--- src/rtl/wptr_and_full_sync_if.sv ---
// Write-side bundle of the async FIFO pointer block: producer request, the
// unsynchronised read pointer coming in, and the pointer/flag outputs.
// almost_full exists only when FIFO_ALMOST_FULL_EN is defined.
interface wptr_and_full_sync_if #(
   parameter int unsigned ptr_w = 11   // N+1 pointer bits (MSB = wrap bit)
);
   logic             wr_enable;
   logic [ptr_w-1:0] rptr_gray_async;
   logic [ptr_w-1:0] wptr;
   logic [ptr_w-1:0] wptr_gray;
   logic [ptr_w-1:0] rptr_bin_sync;
   logic             full;
   logic             wr_en;
   logic             overflow;
`ifdef FIFO_ALMOST_FULL_EN
   logic             almost_full;
`endif

   // producer / environment side
   modport master (
      output wr_enable, rptr_gray_async,
      input  wptr, wptr_gray, rptr_bin_sync, full, wr_en, overflow
`ifdef FIFO_ALMOST_FULL_EN
      , input almost_full
`endif
   );

   // pointer block side
   modport slave (
      input  wr_enable, rptr_gray_async,
      output wptr, wptr_gray, rptr_bin_sync, full, wr_en, overflow
`ifdef FIFO_ALMOST_FULL_EN
      , output almost_full
`endif
   );
endinterface

--- src/rtl/wptr_and_full_sync.sv ---
// Write-domain pointer and full-flag logic of the asynchronous FIFO.
// Keeps the binary write pointer plus a registered Gray copy for the read
// domain, brings the read-domain Gray pointer in through two flops, and
// derives full, sticky overflow and the qualified memory write strobe.
// Optional feature macro: FIFO_ALMOST_FULL_EN (adds registered almost_full).
module wptr_and_full_sync #(
   parameter int unsigned width     = 32,
   parameter int unsigned depth     = 1024,
   parameter int unsigned af_margin = 4
) (
   input logic                  clk_w,
   input logic                  rst_w_gen,
   wptr_and_full_sync_if.slave  bus
);
   localparam int unsigned N  = $clog2(depth);
   localparam int unsigned PW = N + 1;

   // width only has to agree with the FIFO top; reject unusable geometries
   if (width < 1 || depth < 4 || (depth & (depth - 1)) != 0 ||
       af_margin < 1 || af_margin >= depth) begin : g_param_check
      $error("wptr_and_full_sync: illegal parameter set");
   end

   function automatic logic [PW-1:0] gray2bin(input logic [PW-1:0] g);
      logic [PW-1:0] b;
      b        = '0;
      b[PW-1]  = g[PW-1];
      for (int unsigned i = PW - 1; i > 0; i--) begin
         b[i-1] = b[i] ^ g[i-1];
      end
      return b;
   endfunction

   logic [PW-1:0] wp_q, wp_d;
   logic [PW-1:0] wptr_gray_q, wptr_gray_d;
   logic [PW-1:0] s1_q, s1_d;
   logic [PW-1:0] s2_q, s2_d;
   logic          wr_enable1_q, wr_enable1_d;
   logic          overflow_q, overflow_d;
   logic [PW-1:0] rptr_bin;
   logic          full;
   logic          wr_en;
`ifdef FIFO_ALMOST_FULL_EN
   logic          almost_full_q, almost_full_d;
   logic [PW-1:0] count_next;
`endif

   // full/strobe from registered state, and next values of every flop
   always_comb begin
      rptr_bin     = gray2bin(s2_q);
      full         = (wp_q[N] != rptr_bin[N]) && (wp_q[N-1:0] == rptr_bin[N-1:0]);
      wr_en        = wr_enable1_q & ~full;
      wp_d         = wr_en ? wp_q + 1'b1 : wp_q;
      // Gray copy is loaded from the next binary value, so it always tracks gray(wp)
      wptr_gray_d  = wp_d ^ (wp_d >> 1);
      s1_d         = bus.rptr_gray_async;
      s2_d         = s1_q;
      wr_enable1_d = bus.wr_enable;
      overflow_d   = overflow_q | (wr_enable1_q & full);
`ifdef FIFO_ALMOST_FULL_EN
      // occupancy as it will be after this edge, so the flag lines up with full
      count_next    = wp_d - gray2bin(s2_d);
      almost_full_d = (count_next >= PW'(depth - af_margin));
`endif
   end

   // state registers with synchronous active-low reset
   always_ff @(posedge clk_w) begin
      if (!rst_w_gen) begin
         wp_q          <= '0;
         wptr_gray_q   <= '0;
         s1_q          <= '0;
         s2_q          <= '0;
         wr_enable1_q  <= 1'b0;
         overflow_q    <= 1'b0;
`ifdef FIFO_ALMOST_FULL_EN
         almost_full_q <= 1'b0;
`endif
      end else begin
         wp_q          <= wp_d;
         wptr_gray_q   <= wptr_gray_d;
         s1_q          <= s1_d;
         s2_q          <= s2_d;
         wr_enable1_q  <= wr_enable1_d;
         overflow_q    <= overflow_d;
`ifdef FIFO_ALMOST_FULL_EN
         almost_full_q <= almost_full_d;
`endif
      end
   end

   assign bus.wptr          = wp_q;
   assign bus.wptr_gray     = wptr_gray_q;
   assign bus.rptr_bin_sync = rptr_bin;
   assign bus.full          = full;
   assign bus.wr_en         = wr_en;
   assign bus.overflow      = overflow_q;
`ifdef FIFO_ALMOST_FULL_EN
   assign bus.almost_full   = almost_full_q;
`endif
endmodule
--- src/flat_wrapper.sv ---
// flat-port wrapper written by rule: the top's interface ports become plain ports
module wptr_and_full_sync_flat 
#(
   parameter int unsigned width     = 32,
   parameter int unsigned depth     = 1024,
   parameter int unsigned af_margin = 4
)
  (clk_w, rst_w_gen, bus_wr_enable, bus_rptr_gray_async, bus_wptr, bus_wptr_gray, bus_rptr_bin_sync, bus_full, bus_wr_en, bus_overflow);
  wptr_and_full_sync_if bus_i ();
  input logic clk_w;
  input logic rst_w_gen;
  input wire logic [$bits(bus_i.wr_enable)-1:0] bus_wr_enable;
  input wire logic [$bits(bus_i.rptr_gray_async)-1:0] bus_rptr_gray_async;
  output wire logic [$bits(bus_i.wptr)-1:0] bus_wptr;
  output wire logic [$bits(bus_i.wptr_gray)-1:0] bus_wptr_gray;
  output wire logic [$bits(bus_i.rptr_bin_sync)-1:0] bus_rptr_bin_sync;
  output wire logic [$bits(bus_i.full)-1:0] bus_full;
  output wire logic [$bits(bus_i.wr_en)-1:0] bus_wr_en;
  output wire logic [$bits(bus_i.overflow)-1:0] bus_overflow;
  assign bus_i.wr_enable = bus_wr_enable;
  assign bus_i.rptr_gray_async = bus_rptr_gray_async;
  assign bus_wptr = bus_i.wptr;
  assign bus_wptr_gray = bus_i.wptr_gray;
  assign bus_rptr_bin_sync = bus_i.rptr_bin_sync;
  assign bus_full = bus_i.full;
  assign bus_wr_en = bus_i.wr_en;
  assign bus_overflow = bus_i.overflow;
  wptr_and_full_sync #(.width(width), .depth(depth), .af_margin(af_margin)) u_core (.clk_w(clk_w), .rst_w_gen(rst_w_gen), .bus(bus_i));
endmodule
--- config.mk ---
export PLATFORM = sky130hd
export DESIGN_NAME = wptr_and_full_sync_flat
export DESIGN_NICKNAME = d
export VERILOG_FILES = /design/src/rtl/wptr_and_full_sync_if.sv /design/src/rtl/wptr_and_full_sync.sv /design/src/flat_wrapper.sv
export SDC_FILE = /design/constraint.sdc
export NUM_CORES = 1
export LEC_CHECK = 0
export CAP_MARGIN = 10
export CORE_UTILIZATION = 52
export CTS_CLUSTER_SIZE = 16
export DETAILED_ROUTE_END_ITERATION = 12
export PLACE_DENSITY_LB_ADDON = 0.15
export SYNTH_ARGS = -nofsm -noshare
export SYNTH_HDL_FRONTEND = slang
export SYNTH_SLANG_ARGS = --single-unit
export TNS_END_PERCENT = 5
--- constraint.sdc ---
create_clock -name clk_w -period 4.05 [get_ports clk_w]
set_input_delay 0.81 -clock clk_w [delete_from_list [all_inputs] [get_ports clk_w]]
set_output_delay 0.81 -clock clk_w [all_outputs]
set_load 0.01 [all_outputs]
==> results of run 1 <==
[metrics by stage]
step / util, % / instance area [um^2] / hold slack [ps] / worst slack (ps)
3_5_place_dp: 66.03 / 3181 / 420.8 / 233.6
4_1_cts: 68.44 / 3297 / 440.6 / 0.9766
6_report: 68.75 / 3312 / 438.3 / 384.7
2_1_floorplan: - / 2661 / 411.9 / 649.8
5_1_grt: 68.75 / 3312 / 459.8 / 249.4
3_3_place_gp: 66.03 / 3181 / 414.3 / 306.6
[worst max-delay path, cell delays in order (launching register included)]
cell and delay [ps]:
dfxtp_2 370, xor3_2 490, xnor3_2 490, xor2_4 210, xor2_1 280, xor2_1 170
clkdlybuf4s50_1 550
[area by class of cell]
cell class	count	area [um^2]	area share, %
multi-input cells	228	1647	49.72
repair buffers	56	548.0	16.55
clock buffers	6	82.58	2.493
clock inverters	2	13.76	0.4156
well taps	67	83.83	2.531
flip-flops and latches	45	903.4	27.28
inverters	9	33.78	1.020
[flip-flops by register name, summed over array words and instances, names as in the netlist]
signal                cells
u_core.bus.wptr          10
u_core.s2_q              11
u_core.bus.overflow       1
u_core.s1_q              11
u_core.wr_enable1_q       1
u_core.bus.wptr_gray     11
[what timing repair did]
item / 4_1_cts / 5_1_grt
setup buffers: 1 / 0
resized for setup: 2 / 5
hold buffers: 0 / 0
endpoints found under the setup margin: 2 / 2
pin swaps: 3 / 2
[synthesized netlist by cell type, types with 3 or more instances]
cell | n | area (um^2)
o31ai_1 | 4 | 30.03
inv_1 | 7 | 26.28
clkbuf_1 | 13 | 48.80
o21ai_0 | 8 | 40.04
nand2b_1 | 4 | 25.02
xnor3_1 | 3 | 67.56
nor2_1 | 24 | 90.09
nand2_1 | 19 | 71.32
nand4_1 | 8 | 50.05
a21oi_1 | 13 | 65.06
and3_1 | 3 | 18.77
xor2_1 | 8 | 70.07
nor2b_1 | 7 | 43.79
or3_1 | 4 | 25.02
nor3_1 | 8 | 40.04
xnor2_1 | 19 | 166.4
nor4_1 | 3 | 18.77
nand3_1 | 11 | 55.05
dfxtp_1 | 45 | 900.9
mux2i_1 | 6 | 60.06
and2_1 | 30 | 187.7
o2111ai_1 | 4 | 35.03
[per-layer routing]
| metal | routed length [um] | global-route usage [%] | vias to the layer above |
|---|---|---|---|
| li1 | - | - | 1132 |
| met4 | 48 | 7.692 | 0 |
| met5 | 0 | 0 | - |
| met3 | 274 | 4.664 | 4 |
| met2 | 2617 | 36.49 | 75 |
| met1 | 2581 | 30.24 | 1016 |
[kinds of logic (layout without fill, tap and decap cells)]
logic type,Yosys count,count (layout)
compound gates,46,46
xor+xnor,37,37
fa+ha+maj,1,1
buf+inv,29,73
flops,45,45
mux,7,7
simple gates,137,137
[power by group]
group / switching, uW / leakage, uW / internal [uW] / total [uW]
registers: 16.5 / 0.000369 / 456 / 472
logic: 122 / 0.000841 / 133 / 255
clock network: 151 / 0.0000512 / 138 / 289
[worst min path at each step]
stage	startpoint	endpoint	slack [ps]	depth (start not counted)
floorplan	u_core.s1_q[0]	u_core.s2_q[0]	410	1
global placement	u_core.s1_q[2]	u_core.s2_q[2]	410	1
detailed placement	u_core.s1_q[1]	u_core.s2_q[1]	420	1
CTS	u_core.s1_q[1]	u_core.s2_q[1]	440	1
global route	u_core.s1_q[2]	u_core.s2_q[2]	460	1
finish	u_core.s1_q[2]	u_core.s2_q[2]	440	1
==> metrics.yaml, run 1 <==
max-cap-violations: 0
critPathCaptureType: "primary output"
slew_headroom_pct: 49.43
insertion_delay_ps: 300
finalCriticalPeriod_ps: 3665
crit_path_start_kind: "flip-flop"
skew_ps: 11.36
worstReg2RegEnd: "u_core.bus.wptr_gray[4]"
synth_nets: 317
final_cell_mix: "clkdlybuf4s50_1 (47), dfxtp_1 (43), and2_1 (30)"
io_pins: 50
grtUsageTotal_pct: 22.67
cts_tree: "built"
drt-initial-drc-count: 129
max_slew.worst_pin.slew_ps: 752.7
die_h_um: 73.54
synthAdderAreaFrac_pct: 0.4701
path_clk_slew_ps: 90
place_inst: 404
cts_max_path_buffers: 2
leakage_uw: 0.001261
p_per_area_nw_per_um2: 306.9
final_common_cell: "clkdlybuf4s50_1"
fp-row-count: 25
r2r_slack_ps: 800
final-max-slew-violation-count: 0
synthFlopType: "dfxtp_1"
dieWidth_um: 73.54
viasPerCell: 5.392
antenna_found_initial: 0
instances_no_fill: 413
synth-compound-area-share_pct: 12.08
critPathKind: "reg -> out"
startpoint: "u_core.s2_q[10]"
cts_sinks: 45
grt_pass1_vias: 1950
dp_hpwl_um: 4121
core_um2: 4817
ys_seq_area_share_pct: 33.85
io_buffers: 49
drt-total-wl_um: 5522
netlist_area_um2: 2661
r2r_start: "u_core.s2_q[10]"
drc_errors: 0
hold_viol_final: 0
status: "completed"
drt-pass1-iter-count: 4
die_area_um2: 5408
htree_levels: 2
initial_core_util_pct: 55.25
finalCritPeriodShare_pct: 90.50
synth_top_family_by_area: "simple AND/OR/NAND/NOR gates"
ys_types: 61
synth_xor_area_share_pct: 16.60
vdd_ir_drop_max_v: 0.0002679
avgSynthCellArea_um2: 8.812
grt_start_max_net_pins: 30
vias: 2227
critPathMaxFanout: 5
place_congestion: 0.8831
gr-total-overflow: 0
endpoint: "bus_rptr_bin_sync[0]"
synthArstFlopShare_pct: 0
setup_viol: 0
clockRootBuffer: "clkbuf_8"
synth_edf_count: 0
synthMuxAreaShare_pct: 2.821
fin_setup_tns_ps: 0
diodes: 0
reg2regPathDepth: 10
drive_above_1_share_pct: 11.27
yosysWarnings: 0
fmax_mhz: 272.8
cts_buffers: 5
ant_nets: 0
grt_pass1_wl_um: 9287
rsz0062_at_grt: "no"
num-fill-cells: 425
synth-simple-area-share_pct: 29.15
synth-seq-cells: 45
nets: 360
detail_route.wl_per_cell_um: 13.37
required_ps: 3240
syn_to_final_growth_pct: 24.45
cp.arrival_ps: 2860
synth_cells: 302
total_power_uw: 1017
hold_path_class: "reg -> reg"
Note: power is estimated with default switching activity, not from simulation.
==> run 2, diff against run 1 <==
- CTS_CLUSTER_SIZE: 16 -> 28
==> results of run 2 <==
Same layout as run 1: the final DEF is identical, and so are final timing and power.
